===== config.mk =====
export PLATFORM = sky130hd
export DESIGN_NAME = ms_dbio_cpu_ctrl
export DESIGN_NICKNAME = d
export VERILOG_FILES = /design/src/rtl/ms_dbio_cpu_ctrl_pkg.sv /design/src/rtl/ms_dbio_byte_mask.sv /design/src/rtl/ms_dbio_cpu_ctrl.sv
export SDC_FILE = /design/constraint.sdc
export NUM_CORES = 1
export LEC_CHECK = 0
export BUFFER_PORTS_ARGS = -buffer_cell sky130_fd_sc_hd__buf_4
export CORE_ASPECT_RATIO = 1.75
export CORE_MARGIN = 3
export CORE_UTILIZATION = 30
export CTS_CLUSTER_DIAMETER = 150
export DETAILED_ROUTE_END_ITERATION = 8
export HOLD_SLACK_MARGIN = 0.08
export SETUP_SLACK_MARGIN = 0.02
export SLEW_MARGIN = 5
export SYNTH_ARGS = -nofsm -noshare
export SYNTH_HDL_FRONTEND = slang
export SYNTH_HIERARCHICAL = 1
export SYNTH_SLANG_ARGS = --single-unit
export TNS_END_PERCENT = 20

===== constraint.sdc =====
create_clock -name AClkH -period 2.9 [get_ports AClkH]
set_clock_uncertainty 0.05 [all_clocks]
set_input_delay 0.435 -clock AClkH [delete_from_list [all_inputs] [get_ports AClkH]]
set_output_delay 0.435 -clock AClkH [all_outputs]
set_load 0.02 [all_outputs]

===== src/rtl/ms_dbio_cpu_ctrl_pkg.sv =====
// Shared definitions for the Dbio CPU control target: command bits, states, status layout.
package ms_dbio_cpu_ctrl_pkg;

    localparam int unsigned ADDR_W    = 12;
    localparam int unsigned DATA_W    = 64;
    localparam int unsigned IDX_W     = 4;
    localparam int unsigned BYTES     = 8;
    localparam int unsigned IP_W      = 32;
    localparam int unsigned IP_LSB    = 8;
    localparam int unsigned CNT_W     = 32;
    localparam int unsigned RST_CNT_W = 8;
    localparam int unsigned CMD_W     = 8;

    localparam int unsigned CMD_BIT_VALID = 0;
    localparam int unsigned CMD_BIT_RESET = 1;
    localparam int unsigned CMD_BIT_START = 2;
    localparam int unsigned CMD_BIT_HALT  = 3;

    localparam logic [CMD_W-1:0] CMD_RESET = 8'h03;
    localparam logic [CMD_W-1:0] CMD_START = 8'h05;

    localparam int unsigned ST_IDX_STOPPED   = 0;
    localparam int unsigned ST_IDX_RESETTING = 1;
    localparam int unsigned ST_IDX_RUNNING   = 2;
    localparam int unsigned ST_IDX_HALTING   = 3;

    // One-hot encoding; bit position equals the state index above.
    typedef enum logic [3:0] {
        ST_STOPPED   = 4'b0001,
        ST_RESETTING = 4'b0010,
        ST_RUNNING   = 4'b0100,
        ST_HALTING   = 4'b1000
    } state_t;

    localparam int unsigned STS_STATE_LSB = 0;
    localparam int unsigned STS_PEND_BIT  = 4;
    localparam int unsigned STS_ERR_BIT   = 5;
    localparam int unsigned STS_CMD_LSB   = 8;
    localparam int unsigned STS_CNT_LSB   = 32;

    function automatic logic [DATA_W-1:0] status_word(
        input state_t           st,
        input logic             pend,
        input logic             err,
        input logic [CMD_W-1:0] cmd,
        input logic [CNT_W-1:0] cnt
    );
        logic [DATA_W-1:0] w;
        w = '0;
        w[STS_STATE_LSB +: 4]   = st;
        w[STS_PEND_BIT]         = pend;
        w[STS_ERR_BIT]          = err;
        w[STS_CMD_LSB +: CMD_W] = cmd;
        w[STS_CNT_LSB +: CNT_W] = cnt;
        return w;
    endfunction

endpackage


===== src/rtl/ms_dbio_byte_mask.sv =====
// Valid-byte mask from a Dbio byte count; counts above eight saturate to all bytes.
module ms_dbio_byte_mask
    import ms_dbio_cpu_ctrl_pkg::*;
(
    input  logic [IDX_W-1:0] idx,
    output logic [BYTES-1:0] mask_c
);

    always_comb begin
        mask_c = '0;
        for (int unsigned i = 0; i < BYTES; i++) begin
            if (32'(idx) > i) mask_c[i] = 1'b1;
        end
    end

endmodule


===== src/rtl/ms_dbio_cpu_ctrl.sv =====
// Dbio target owning the CPU control register: decodes command writes into
// reset/start/halt sequences and serves snapshot-based status reads.
module ms_dbio_cpu_ctrl
    import ms_dbio_cpu_ctrl_pkg::*;
#(
    parameter logic [ADDR_W-1:0] CAddr    = 12'h000,
    parameter int unsigned       CRstLen  = 8,
    parameter logic [IP_W-1:0]   CStartIp = 32'h0
) (
    input  logic              AClkH,
    input  logic              AResetHN,
    input  logic              AClkHEn,
    input  logic [ADDR_W-1:0] ADbioAddr,
    input  logic [DATA_W-1:0] ADbioMosi,
    input  logic [IDX_W-1:0]  ADbioMosiIdx,
    input  logic [IDX_W-1:0]  ADbioMisoIdx,
    input  logic              ADbioMosi1st,
    input  logic              ADbioMiso1st,
    output logic [DATA_W-1:0] ADbioMiso,
    output logic              AMisoValid,
    output logic              ACpuRst,
    output logic              ACpuStart,
    output logic [IP_W-1:0]   ACpuStartIp,
    output logic              ACpuRun,
    output logic              AHaltReq,
    input  logic              ACpuHaltAck
);

    state_t                 state_q, state_d;
    logic [RST_CNT_W-1:0]   rst_cnt_q, rst_cnt_d;
    logic                   pend_q, pend_d;
    logic [IP_W-1:0]        pend_ip_q, pend_ip_d;
    logic                   err_q, err_d;
    logic [CMD_W-1:0]       cmd_q, cmd_d;
    logic [CNT_W-1:0]       run_cnt_q, run_cnt_d;
    logic [DATA_W-1:0]      snap_q, snap_d;
    logic [IP_W-1:0]        ip_q, ip_d;
    logic                   start_q, start_d;
    logic                   rst_q, rst_d;
    logic                   run_q, run_d;
    logic                   halt_q, halt_d;
    logic [DATA_W-1:0]      miso_q, miso_d;
    logic                   valid_q, valid_d;

    logic [BYTES-1:0]       wmask_c, rmask_c;
    logic [DATA_W-1:0]      rd_keep;
    logic                   hit, wr, rd, do_rst, do_start, do_halt;
    logic [CMD_W-1:0]       wr_cmd;
    logic [IP_W-1:0]        wr_ip;
    logic [DATA_W-1:0]      status, rd_word;
    logic                   unused_ok;

    ms_dbio_byte_mask u_wmask (.idx(ADbioMosiIdx), .mask_c(wmask_c));
    ms_dbio_byte_mask u_rmask (.idx(ADbioMisoIdx), .mask_c(rmask_c));

    assign hit      = (ADbioAddr == CAddr);
    assign wr       = hit && wmask_c[0];
    assign rd       = hit && rmask_c[0];
    assign wr_cmd   = ADbioMosi[CMD_W-1:0];
    assign wr_ip    = wmask_c[4] ? ADbioMosi[IP_LSB +: IP_W] : CStartIp;
    assign do_rst   = wr && wr_cmd[CMD_BIT_VALID] && wr_cmd[CMD_BIT_RESET];
    assign do_start = wr && wr_cmd[CMD_BIT_VALID] && wr_cmd[CMD_BIT_START];
    assign do_halt  = wr && wr_cmd[CMD_BIT_VALID] && wr_cmd[CMD_BIT_HALT];
    assign status   = status_word(state_q, pend_q, err_q, cmd_q, run_cnt_q);
    assign rd_word  = ADbioMiso1st ? status : snap_q;
    assign unused_ok = &{1'b0, ADbioMosi1st, ADbioMosi[DATA_W-1:IP_LSB+IP_W],
                         wmask_c[BYTES-1:5], wmask_c[3:1]};

    always_comb begin
        rd_keep = '0;
        for (int unsigned i = 0; i < BYTES; i++) begin
            rd_keep[i*8 +: 8] = {8{rmask_c[i]}};
        end
    end

    // Next-state: autonomous progress first, then the command byte, reset last so it dominates.
    always_comb begin
        state_d   = state_q;
        rst_cnt_d = rst_cnt_q;
        pend_d    = pend_q;
        pend_ip_d = pend_ip_q;
        err_d     = err_q;
        cmd_d     = cmd_q;
        run_cnt_d = run_cnt_q;
        snap_d    = snap_q;
        ip_d      = ip_q;
        start_d   = 1'b0;
        valid_d   = 1'b0;
        miso_d    = '0;

        if (rd) begin
            snap_d  = rd_word;
            miso_d  = rd_word & rd_keep;
            valid_d = 1'b1;
        end
        if (wr) cmd_d = wr_cmd;

        case (state_q)
            ST_RUNNING:   run_cnt_d = run_cnt_q + CNT_W'(1);
            ST_RESETTING: begin
                if (rst_cnt_q == '0) state_d = ST_STOPPED;
                else                 rst_cnt_d = rst_cnt_q - RST_CNT_W'(1);
            end
            ST_HALTING:   if (ACpuHaltAck) state_d = ST_STOPPED;
            ST_STOPPED: begin
                if (pend_q && !do_rst) begin
                    state_d   = ST_RUNNING;
                    start_d   = 1'b1;
                    ip_d      = pend_ip_q;
                    pend_d    = 1'b0;
                    run_cnt_d = '0;
                end
            end
            default: state_d = ST_STOPPED;
        endcase

        if (do_start) begin
            if (do_rst || state_q == ST_RESETTING) begin
                pend_d    = 1'b1;
                pend_ip_d = wr_ip;
            end else if (state_q == ST_STOPPED) begin
                state_d   = ST_RUNNING;
                start_d   = 1'b1;
                ip_d      = wr_ip;
                pend_d    = 1'b0;
                run_cnt_d = '0;
            end else begin
                err_d = 1'b1;
            end
        end

        if (do_halt && !do_rst) begin
            if (state_q == ST_RUNNING) state_d = ST_HALTING;
            else                       err_d   = 1'b1;
        end

        if (do_rst) begin
            state_d   = ST_RESETTING;
            rst_cnt_d = RST_CNT_W'(CRstLen - 1);
            err_d     = 1'b0;
        end

        rst_d  = (state_d == ST_RESETTING);
        run_d  = (state_d == ST_RUNNING) || (state_d == ST_HALTING);
        halt_d = (state_d == ST_HALTING);
    end

    always_ff @(posedge AClkH or negedge AResetHN) begin
        if (!AResetHN) begin
            state_q   <= ST_STOPPED;
            rst_cnt_q <= '0;
            pend_q    <= 1'b0;
            pend_ip_q <= '0;
            err_q     <= 1'b0;
            cmd_q     <= '0;
            run_cnt_q <= '0;
            snap_q    <= '0;
            ip_q      <= '0;
            start_q   <= 1'b0;
            rst_q     <= 1'b0;
            run_q     <= 1'b0;
            halt_q    <= 1'b0;
            miso_q    <= '0;
            valid_q   <= 1'b0;
        end else if (AClkHEn) begin
            state_q   <= state_d;
            rst_cnt_q <= rst_cnt_d;
            pend_q    <= pend_d;
            pend_ip_q <= pend_ip_d;
            err_q     <= err_d;
            cmd_q     <= cmd_d;
            run_cnt_q <= run_cnt_d;
            snap_q    <= snap_d;
            ip_q      <= ip_d;
            start_q   <= start_d;
            rst_q     <= rst_d;
            run_q     <= run_d;
            halt_q    <= halt_d;
            miso_q    <= miso_d;
            valid_q   <= valid_d;
        end
    end

    assign ADbioMiso   = miso_q;
    assign AMisoValid  = valid_q;
    assign ACpuRst     = rst_q;
    assign ACpuStart   = start_q;
    assign ACpuStartIp = ip_q;
    assign ACpuRun     = run_q;
    assign AHaltReq    = halt_q;

endmodule


Yosys cells after proc, flatten, opt, wreduce, memory -nomap -nowiden --
Index checks and enable logic that the tools add are counted.
Storage, ports and cells: bits in registers 251, word-level logic and storage cells 107
Operators by class: $lt $le $gt $ge 10, equal/unequal tests 8, reductions and logical operators 18, $add $sub $neg 2, muxes and demuxes 53, bitwise logic cells 1
Operators with widths (number):
- 32-bit 2-to-1 mux | 10
- 64-bit 2-to-1 mux | 2
- 64-bit AND | 1
- 32-bit case mux with 2 select lines | 1
- 4-bit 2-to-1 mux | 9
- 32-bit by 1-bit adder with 32-bit output (second input constant) | 1
- 1-bit 2-to-1 mux | 27
- 8-bit 2-to-1 mux | 3
- 4-bit by 3-bit > comparator with 1-bit output (second input constant) | 5
- 4-bit case mux with 4 select lines | 1
- 4-bit by 1-bit > comparator with 1-bit output (second input constant) | 3
- 12-bit zero test | 1
- 4-bit by 2-bit equality test with 1-bit output (second input constant) | 2
- 4-bit by 3-bit equality test with 1-bit output (second input constant) | 2
- 4-bit equality test (second input constant) | 2
- 4-bit by 2-bit > comparator with 1-bit output (second input constant) | 2
- 1-bit logical AND | 8
- 8-bit zero test | 1
- 8-bit by 1-bit subtractor with 8-bit output (second input constant) | 1
- 3-bit AND reduction | 2
- 4-bit by 1-bit equality test with 1-bit output (second input constant) | 1
- 2-bit AND reduction | 2
- 1-bit logical OR | 2
- 2-bit != test (second input constant) | 1
- other kinds (2) | 2

Depth between registers and ports, before layout --
Gate-level depths: netlist of the first run.
depth after elaboration 17, depth in mapped cells 9

Modules after synthesis --
The synthesis of the first run kept the hierarchy.
By module, submodules not included:
- ms_dbio_cpu_ctrl | instances 1, sequential area each 6282.3 um^2, area each 11016.8 um^2, cells an instance 957
- ms_dbio_byte_mask | instances 2, sequential area each 0.0 um^2, area each 63.8 um^2, cells an instance 9

Least setup slack after synthesis of the first run --
Ideal clock, no wire load.
path kind input to register, start in ADbioMosiIdx[3], end reg run_cnt_q[1], arrival time 2281 ps, buffers on the path 1, setup slack 448 ps, stages on the path 8, path through or3_4 or2_1 and3_1 and4_1 buf_2 o22ai_1 o21ai_0 a32o_1
Between the ends: cells in the longest elaborated chain, start to end 12, elaborated cells between the ends (all ways) 14
RTL lines:
- start: declaration | line ms_dbio_cpu_ctrl.sv:15 | input logic [IDX_W-1:0] ADbioMosiIdx,
- 4-bit by 1-bit > comparator with 1-bit output * | line ms_dbio_byte_mask.sv:12 | if (32'(idx) > i) mask_c[i] = 1'b1;
- 1-bit 2-to-1 mux * | line ms_dbio_byte_mask.sv:12
- named net wmask_c[0] | line ms_dbio_cpu_ctrl.sv:45 | logic [BYTES-1:0] wmask_c, rmask_c;
- 1-bit logical AND * | line ms_dbio_cpu_ctrl.sv:57 | assign wr = hit && wmask_c[0];
- 1-bit logical AND * | line ms_dbio_cpu_ctrl.sv:61, ms_dbio_cpu_ctrl.sv:62
- 1-bit logical AND | line ms_dbio_cpu_ctrl.sv:61 | assign do_rst = wr && wr_cmd[CMD_BIT_VALID] && wr_cmd[CMD_BIT_RESET];
- 1-bit zero test | line ms_dbio_cpu_ctrl.sv:106 | if (pend_q && !do_rst) begin
- 1-bit logical AND | line ms_dbio_cpu_ctrl.sv:106
- 32-bit 2-to-1 mux | line ms_dbio_cpu_ctrl.sv:106
- 32-bit case mux with 2 select lines | line ms_dbio_cpu_ctrl.sv:98 | case (state_q)
- 32-bit 2-to-1 mux | line ms_dbio_cpu_ctrl.sv:121 | end else if (state_q == ST_STOPPED) begin
- 32-bit 2-to-1 mux | line ms_dbio_cpu_ctrl.sv:118 | if (do_rst || state_q == ST_RESETTING) begin
- 32-bit 2-to-1 mux * | line ms_dbio_cpu_ctrl.sv:117 | if (do_start) begin
- end signal: assignment | line ms_dbio_cpu_ctrl.sv:172 | run_cnt_q <= run_cnt_d;
- end: declaration | line ms_dbio_cpu_ctrl.sv:35 | logic [CNT_W-1:0] run_cnt_q, run_cnt_d;
The timed path passes the listed nets; every way through them passes the cells marked *. A chain may end at the register's enable or synchronous reset.

Worst setup path in the final report of the first run --
start reg state_q[0], end reg run_cnt_q[21]
Between the ends: cells in the longest elaborated chain, start to end 5, elaborated cells between the ends (all ways) 8
RTL lines:
- start: declaration | line ms_dbio_cpu_ctrl.sv:29 | state_t state_q, state_d;
- start signal: assignment | line ms_dbio_cpu_ctrl.sv:166 | state_q <= state_d;
- 4-bit by 1-bit equality test with 1-bit output / 4-bit by 3-bit equality test with 1-bit output (equally long branches) | line ms_dbio_cpu_ctrl.sv:98, ms_dbio_cpu_ctrl.sv:121
- 32-bit case mux with 2 select lines | line ms_dbio_cpu_ctrl.sv:98
- 32-bit 2-to-1 mux | line ms_dbio_cpu_ctrl.sv:121
- 32-bit 2-to-1 mux | line ms_dbio_cpu_ctrl.sv:118
- 32-bit 2-to-1 mux * | line ms_dbio_cpu_ctrl.sv:117
Every way passes the cells marked *; elsewhere a longest branch is shown, timed or not.

==> flow_summary.json, run 1 <==
{
  "status": "finished, final reports clean",
  "cts_tree": "done",
  "min_path_type": "in -> reg",
  "htree_num_levels": 1,
  "tightest_slew_ns": 0.6956,
  "drv_cap": 0,
  "cpLargestDelayFamily": "simple AND/OR/NAND/NOR gates",
  "cp-start-kind": "flop",
  "path_cells": "or4b_1, nor4_4, buf_4, and2_1, a31oi_1, a211oi_1",
  "cts_sinks": 251,
  "avgSynthCellArea_um2": 11.45,
  "cp_slowest_cell": "or4b_1",
  "clock_path_buffers": 3,
  "finalSetupTns_ns": 0,
  "finalHoldViolCount": 0,
  "drv_slew": 0,
  "cts_buffers": 25,
  "fill_cells": 3535,
  "p_leak_nw": 6.581,
  "crit_fanout": 10,
  "powerDensity_nw_per_um2": 656.3,
  "grt_overflow": 0,
  "postCtsSetupBuffers": 0,
  "vias": 8377,
  "period_share": 0.8394,
  "crit_path_end_kind": "flop",
  "dr.pass1.iters": 4,
  "clkLatencyLatePin_ns": 0.55,
  "synth.net_count": 1063,
  "ant_nets": 0,
  "synthCells": 970,
  "area_delta_synth_final_pct": 26.46,
  "rsz0062_at_grt": "false",
  "grt_pass1_vias": 8641,
  "drive_gt1_frac": 0.2739,
  "nets": 1235,
  "io_buffer_count": 165,
  "viasPerCell": 5.136,
  "die_w_um": 151.5,
  "die_area_um2": 39470,
  "path_buf_inv": 1,
  "drc": 0,
  "wirelength_um": 29780,
  "power_w": 0.009221,
  "boundaryPins": 191,
  "grt_max_degree": 70,
  "core-area_um2": 36260,
  "core.rowCount": 92,
  "crit_type": "reg -> reg",
  "dp_hpwl_um": 20860,
  "fin_ws_ns": 0.4657,
  "dp_slack_ns": 0.2053,
  "fin_crit_ns": 2.434,
  "drt_iter0_drc": 323,
  "syn_area_um2": 11110,
  "gp_congestion": 0.7782,
  "worstPathArrival_ns": 2.81,
  "initial_core_util": 0.3064,
  "max_freq_mhz": 410.8,
  "yosysWarnings": 6,
  "max_stage_delay_ns": 0.70,
  "n_antenna_cell": 0,
  "wl_per_cell_um": 18.26,
  "setup_viol": 0,
  "grt_pass1_wl_um": 48540,
  "die_h_um": 260.6,
  "required_ns": 3.28,
  "clock-root-buffer": "clkbuf_16",
  "path_clk_slew_ns": 0.06,
  "vdd_drop_max_mv": 0.5501,
  "grt_antenna_before_repair": 0,
  "relSlewSlack": 0.5313,
  "gr-usage-all-layers": 0.1536,
  "postLayoutCoreUtil": 0.3874
}
[worst reg2reg max path, cell delays in order (launching register included)]
cell and delay, ns:
dfstp_2 0.42, or4b_1 0.71, nor4_4 0.39, buf_4 0.23, and2_1 0.21, a31oi_1 0.11, a211oi_1 0.20
[layout by cell type, fill, tap and decap left out, types with 8 or more instances in the layout]
| cell type | instances |
|---|---|
| o21ai_0 | 68 |
| or4_1 | 8 |
| o2bb2ai_1 | 50 |
| a2bb2oi_1 | 33 |
| o22a_1 | 32 |
| nor2_1 | 18 |
| a21oi_1 | 20 |
| o211ai_1 | 8 |
| dfrtp_1 | 250 |
| clkbuf_16 | 25 |
| mux2i_1 | 47 |
| a31oi_1 | 9 |
| nor3_1 | 10 |
| and3_1 | 8 |
| nor4_1 | 9 |
| nand4_1 | 12 |
| and2_1 | 22 |
| mux2_2 | 44 |
| inv_1 | 13 |
| nand3_1 | 22 |
| nand2_1 | 108 |
| buf_4 | 201 |
| a32o_1 | 18 |
[sequential cells by signal, summed over array words and instances, names as in the netlist, named ones only]
name	flops
pend_ip_q	32
ACpuStartIp	32
ADbioMiso	64
ACpuStart	1
AMisoValid	1
cmd_q	8
ACpuRst	1
state_q	4
rst_cnt_q	8
err_q	1
ACpuRun	1
snap_q	64
run_cnt_q	32
AHaltReq	1
[stage by stage]
stage	instance area (um^2)	hold slack [ns]	instances
2_1_floorplan	11110	0.08941	970
3_3_place_gp	13080	0.3417	1579
3_5_place_dp	13080	0.3423	1579
4_1_cts	14050	0.1005	1631
5_1_grt	14050	0.1184	1631
6_report	14050	0.1268	1631
[path summary, 6_finish.rpt]
kind | startpoint | endpoint | slack (ns) | depth (start not counted)
max | state_q[0] | run_cnt_q[21] | 0.47 | 6
min | ADbioMosi[3] | cmd_q[3] | 0.13 | 2
max reg2reg | state_q[0] | run_cnt_q[21] | 0.47 | 6
min reg2reg | pend_ip_q[1] | pend_ip_q[1] | 0.43 | 2
max in group asynchronous | AResetHN | ADbioMiso[56] | 1.57 | 3
min in group asynchronous | AResetHN | snap_q[13] | 0.34 | 2
[metal layers]
metal,track usage,wire length (um),up-vias
met4,0.04387,611,0
met5,0,0,-
met1,0.1810,11600,4202
met2,0.2797,16080,168
met3,0.02953,1496,39
li1,-,-,3968
[area by class of cell]
type                    count  area, um^2  share of cell area
clock inverters            14       188.9             0.01345
multi-input cells         638        4548              0.3237
clock buffers              32       721.9             0.05139
repair buffers            212        1664              0.1185
flip-flops and latches    251        6282              0.4472
well taps                 470       588.1             0.04186
inverters                  14       55.05            0.003919
[power by group]
| group | total (W) | internal, W | leakage, nW | switching, W |
|---|---|---|---|---|
| registers | 0.00414 | 0.00385 | 3.38 | 0.000294 |
| logic | 0.00153 | 0.000705 | 2.76 | 0.000822 |
| clock network | 0.00355 | 0.00212 | 0.444 | 0.00143 |
[timing repair]
action / 4_1_cts / 5_1_grt
gates resized for setup: 0 / 0
hold buffers: 6 / 0
hold endpoints to repair: 55 / 0
Power figures use the tool's default switching activity.
==> run 2, diff against run 1 <==
==> constraint.sdc (replaced) <==
create_clock -name AClkH -period 2.14 [get_ports AClkH]
set_clock_uncertainty 0.05 [all_clocks]
set_input_delay 0.321 -clock AClkH [delete_from_list [all_inputs] [get_ports AClkH]]
set_output_delay 0.321 -clock AClkH [all_outputs]
set_load 0.02 [all_outputs]
==> run 2 against run 1 <==
Compared with the run above:
- the flow now finishes with violations (setup timing)
- power up 37%
- first-iteration DRC count rose by 37%
- die area unchanged
==> flow_summary.json, run 2 (synthesis gave the netlist of run 1 again) <==
{
  "status": "finished, violations left",
  "violations": "setup timing",
  "max_freq_mhz": 441.3,
  "worstPathArrival_ns": 2.68,
  "grt_pass1_wl_um": 51410,
  "gp_congestion": 0.8481,
  "cp-start-kind": "flop",
  "initial_core_util": 0.3064,
  "core-area_um2": 36260,
  "fill_cells": 3454,
  "powerDensity_nw_per_um2": 829.4,
  "gr-usage-all-layers": 0.1642,
  "drv_cap": 0,
  "die_w_um": 151.5,
  "io_buffer_count": 165,
  "cts_buffers": 25,
  "drive_gt1_frac": 0.3207,
  "crit_fanout": 16,
  "nets": 1340,
  "fin_ws_ns": -0.1258,
  "clkLatencyLatePin_ns": 0.55,
  "tightest_slew_ns": 0.6411,
  "p_leak_nw": 7.177,
  "placedCellCount": 1633,
  "min_from": "ADbioMiso1st",
  "viasPerCell": 5.109,
  "crit_path_end_kind": "flop",
  "core.rowCount": 92,
  "drt_iter0_drc": 443,
  "rsz0062_at_grt": "true",
  "hold_end": "ADbioMiso[4]",
  "place_area_um2": 13650,
  "htree_num_levels": 1,
  "fin_crit_ns": 2.266,
  "crit_type": "reg -> reg",
  "wirelength_um": 33370,
  "grt_antenna_before_repair": 3,
  "period_share": 1.059,
  "cts_sinks": 251,
  "reg2reg_to": "ACpuStartIp[23]",
  "drc": 0,
  "die_h_um": 260.6,
  "dr.pass1.iters": 5,
  "clock-root-buffer": "clkbuf_16",
  "mostFrequentLayoutCells": "249 x dfrtp_1, 246 x buf_4, 105 x nand2_1, 61 x o21ai_0, 50 x o2bb2ai_1",
  "required_ns": 2.56,
  "layout_commonest_cell": "dfrtp_1",
  "r2r_start": "state_q[2]",
  "whs_path_depth": 3,
  "rrSetupSlack_ns": -0.13,
  "drv_slew": 0,
  "grt_max_degree": 65,
  "setup_viol": 41,
  "wl_per_cell_um": 19.19,
  "clock_path_buffers": 3,
  "cts_tree": "done",
  "finalHoldViolCount": 0,
  "grt_pass1_vias": 9258,
  "ant_nets": 0,
  "area_delta_synth_final_pct": 37.26,
  "reg2regPathDepth": 8,
  "dp_hpwl_um": 22320,
  "path_clk_slew_ns": 0.07,
  "vias": 8885,
  "die_area_um2": 39470,
  "relSlewSlack": 0.5726,
  "vdd_drop_max_mv": 0.5961,
  "boundaryPins": 191,
  "min_path_type": "in -> reg",
  "final_cells": 1739,
  "grt_overflow": 0,
  "postLayoutCellArea_um2": 15250
}
## run 2: timing repair
| item | 4_1_cts | 5_1_grt |
|---|---|---|
| setup endpoints to repair | 53 | 58 |
| gates cloned | 1 | 4 |
| hold buffers | 40 | 0 |
| buffers inserted | 6 | 6 |
| resized for setup | 13 | 21 |
| pin swaps | 9 | 6 |
| hold endpoints to repair | 94 | 0 |
## run 2: power breakdown
part | internal (W) | switching, W | total [W]
clock | 0.00274 | 0.00194 | 0.00468
sequential | 0.00522 | 0.000403 | 0.00562
combinational | 0.00113 | 0.00122 | 0.00235
## run 2: final cells by class
cell class	count	area [um^2]	share of cell area
Sequential cell	251	6284	0.4121
Clock inverter	10	112.6	0.007385
Timing Repair Buffer	317	2770	0.1817
Inverter	14	55.05	0.003610
Antenna cell	3	7.507	0.0004923
Clock buffer	36	767.0	0.05030
Multi-Input combinational cell	638	4664	0.3059
Tap cell	470	588.1	0.03857
## run 2: how the worst max path moves through the flow
stage | endpoint | slack (ns) | start
finish | ACpuStartIp[23] | -0.13 | state_q[2]
global route | ACpuStartIp[23] | -0.22 | state_q[2]
CTS | ACpuStartIp[21] | -0.05 | state_q[1]
detailed placement | run_cnt_q[22] | -0.35 | ADbioMosiIdx[3]
global placement | run_cnt_q[22] | -0.34 | ADbioMosiIdx[3]
floorplan | ACpuStartIp[10] | -0.05 | state_q[0]
## run 2: routing by layer
layer	routed length, um	GRT usage
met1	12730	0.1863
met4	1407	0.07413
met3	1525	0.02745
met5	0	0
met2	17700	0.2968
## run 2: critical path: stages, from the launching register on
cell,delay [ns]
dfrtp_1,0.39
buf_6,0.14
nor4b_4,0.32
nand3b_1,0.28
o211ai_1,0.27
buf_4,0.18
buf_6,0.21
a2bb2oi_1,0.19
o22a_1,0.16
## run 2: metrics by stage
| stage | TNS, ns | hold slack [ns] | total power [W] | setup slack (ns) | util |
|---|---|---|---|---|---|
| after floorplan | -3.195 | -0.02459 | 0.006748 | -0.05340 | - |
| after global placement | -32.44 | 0.2598 | 0.007918 | -0.3438 | 0.3764 |
| after detailed placement | -36.40 | 0.2659 | 0.007957 | -0.3501 | 0.3764 |
| after CTS | -1.149 | 0.1173 | 0.01275 | -0.04952 | 0.4142 |
| after global routing | -8.885 | 0.1426 | 0.01314 | -0.2211 | 0.4205 |
| final | -2.841 | 0.1281 | 0.01265 | -0.1258 | 0.4205 |
==> run 3, diff against run 2 <==
--- a/config.mk
+++ b/config.mk
@@ -12,10 +12,11 @@
 export CTS_CLUSTER_DIAMETER = 150
 export DETAILED_ROUTE_END_ITERATION = 8
 export HOLD_SLACK_MARGIN = 0.08
+export PLACE_DENSITY = 0.57
 export SETUP_SLACK_MARGIN = 0.02
 export SLEW_MARGIN = 5
 export SYNTH_ARGS = -nofsm -noshare
 export SYNTH_HDL_FRONTEND = slang
 export SYNTH_HIERARCHICAL = 1
 export SYNTH_SLANG_ARGS = --single-unit
-export TNS_END_PERCENT = 20
+export TNS_END_PERCENT = 30
==> run 3 against run 2 <==
Compared with the run above:
- the run still ends with setup timing left
- core utilization rose by 0.27 points
- critical path depth up 1
- power down 0.15%
- global-route usage about the same
- via count hardly changed
- critical endpoint is now ACpuStartIp[13]
- largest power group unchanged
==> flow_summary.json, run 3 (synthesis gave the netlist of run 1 again) <==
{
  "status": "finished, violations left",
  "violations": "setup timing",
  "r2r_start": "state_q[3]",
  "drv_cap": 0,
  "dp_hpwl_um": 22600,
  "path_cells": "buf_6, nor4b_4, buf_4, and2_4, o211ai_1, buf_6, clkbuf_16, a2bb2oi_2, o22a_1",
  "wirelength_um": 32580,
  "cpMostUsedCell": "buf_6",
  "ant_nets": 0,
  "die_w_um": 151.5,
  "rsz0062_at_grt": "true",
  "vias": 8887,
  "boundaryPins": 191,
  "cts_buffers": 24,
  "p_leak_nw": 7.163,
  "mostFrequentLayoutCells": "252 x buf_4, 249 x dfrtp_1, 106 x nand2_1, 63 x o21ai_0, 50 x o2bb2ai_1",
  "nets": 1337,
  "worstPathArrival_ns": 2.53,
  "path_buf_inv": 4,
  "cp-start-kind": "flop",
  "setup_viol": 22,
  "whs_path_depth": 3,
  "reg2reg_to": "ACpuStartIp[13]",
  "whs_ns": 0.1091,
  "rrSetupSlack_ns": -0.02,
  "clkLatencyLatePin_ns": 0.53,
  "viasPerCell": 5.131,
  "min_path_type": "in -> reg",
  "crit_path_end_kind": "flop",
  "cp_slowest_cell": "dfrtp_2",
  "path_clk_slew_ns": 0.07,
  "min_from": "ADbioMosi[28]",
  "core-area_um2": 36260,
  "required_ns": 2.51,
  "clock-root-buffer": "clkbuf_16",
  "crit_type": "reg -> reg",
  "gp_congestion": 0.8160,
  "grt_pass1_vias": 9266,
  "fin_crit_ns": 2.158,
  "hold_end": "pend_ip_q[20]",
  "core.rowCount": 92,
  "drc": 0,
  "area_delta_synth_final_pct": 38.15,
  "dr.pass1.iters": 5,
  "cts_tree": "done",
  "layout_commonest_cell": "buf_4",
  "drt_iter0_drc": 490,
  "wl_per_cell_um": 18.81,
  "fin_ws_ns": -0.01825,
  "htree_num_levels": 1,
  "io_buffer_count": 165,
  "grt_antenna_before_repair": 2,
  "powerDensity_nw_per_um2": 822.8,
  "vdd_drop_max_mv": 0.5894,
  "finalSetupTns_ns": -0.1790,
  "reg2regPathDepth": 9,
  "die_h_um": 260.6,
  "power_w": 0.01263,
  "tightest_slew_ns": 0.7157,
  "dp_slack_ns": -0.4830,
  "cpLargestDelayFamily": "buffers and inverters",
  "initial_core_util": 0.3064,
  "grt_pass1_wl_um": 51490,
  "max_freq_mhz": 463.3,
  "max_stage_delay_ns": 0.43,
  "grt_overflow": 0,
  "clock_path_buffers": 3,
  "drive_gt1_frac": 0.3444,
  "drv_slew": 0,
  "finalHoldViolCount": 0,
  "period_share": 1.009,
  "cts_sinks": 251,
  "die_area_um2": 39470,
  "gr-usage-all-layers": 0.1641,
  "grt_max_degree": 67,
  "crit_fanout": 7,
  "relSlewSlack": 0.5228
}
-- run 3: layout make-up --
type	instances	area [um^2]
clock inverter	11	162.7
sequential	251	6284
antenna	2	5.005
clock buffer	31	688.2
tap	470	588.1
timing repair buffer	315	2700
multi-input combinational	638	4865
fill	3469	20910
inverter	14	55.05
-- run 3: layer usage --
metal / vias up / global-route usage / wire length (um)
met5: - / 0 / 0
met4: 0 / 0.06984 / 1263
met3: 65 / 0.03162 / 1677
met2: 190 / 0.2907 / 17090
met1: 4465 / 0.1905 / 12550
li1: 4167 / - / -
-- run 3: stage by stage --
step / utilization / std cells / cell area [um^2]
2_1_floorplan: - / 970 / 11150
3_3_place_gp: 0.3778 / 1643 / 13700
3_5_place_dp: 0.3778 / 1643 / 13700
4_1_cts: 0.4168 / 1726 / 15110
5_1_grt: 0.4233 / 1732 / 15350
6_report: 0.4233 / 1732 / 15350
-- run 3: worst max-delay path by stage --
stage	start	end	slack (ns)	cells after the start
floorplan	state_q[0]	ACpuStartIp[10]	-0.05	6
global placement	ADbioMosiIdx[3]	run_cnt_q[8]	-0.47	10
detailed placement	ADbioMosiIdx[3]	run_cnt_q[8]	-0.48	10
CTS	state_q[3]	run_cnt_q[31]	-0.1	5
global route	state_q[3]	ACpuStartIp[0]	-0.18	9
finish	state_q[3]	ACpuStartIp[13]	-0.02	9
-- run 3: where the power goes --
group          internal, W  switching (W)  total, W
sequential         0.00522       0.000404   0.00562
combinational      0.00113        0.00125   0.00237
clock              0.00275        0.00188   0.00463
-- run 3: repair_timing --
item                                    4_1_cts  5_1_grt
gates resized for setup                      33       29
pin swaps                                     6       11
setup buffers                                 5        2
endpoints found under the setup margin       57       65
hold endpoints to repair                     93        0
cloned                                        0        3
hold buffers                                 37        0
-- run 3: worst reg2reg max path, delay by kind of cell, from the launching register on --
family	cells	cell delay [ns]
AOI/OAI and AO/OA	3	0.44
and+or+nand+nor	2	0.47
buffers and inverters	4	0.67
DFF	1	0.43
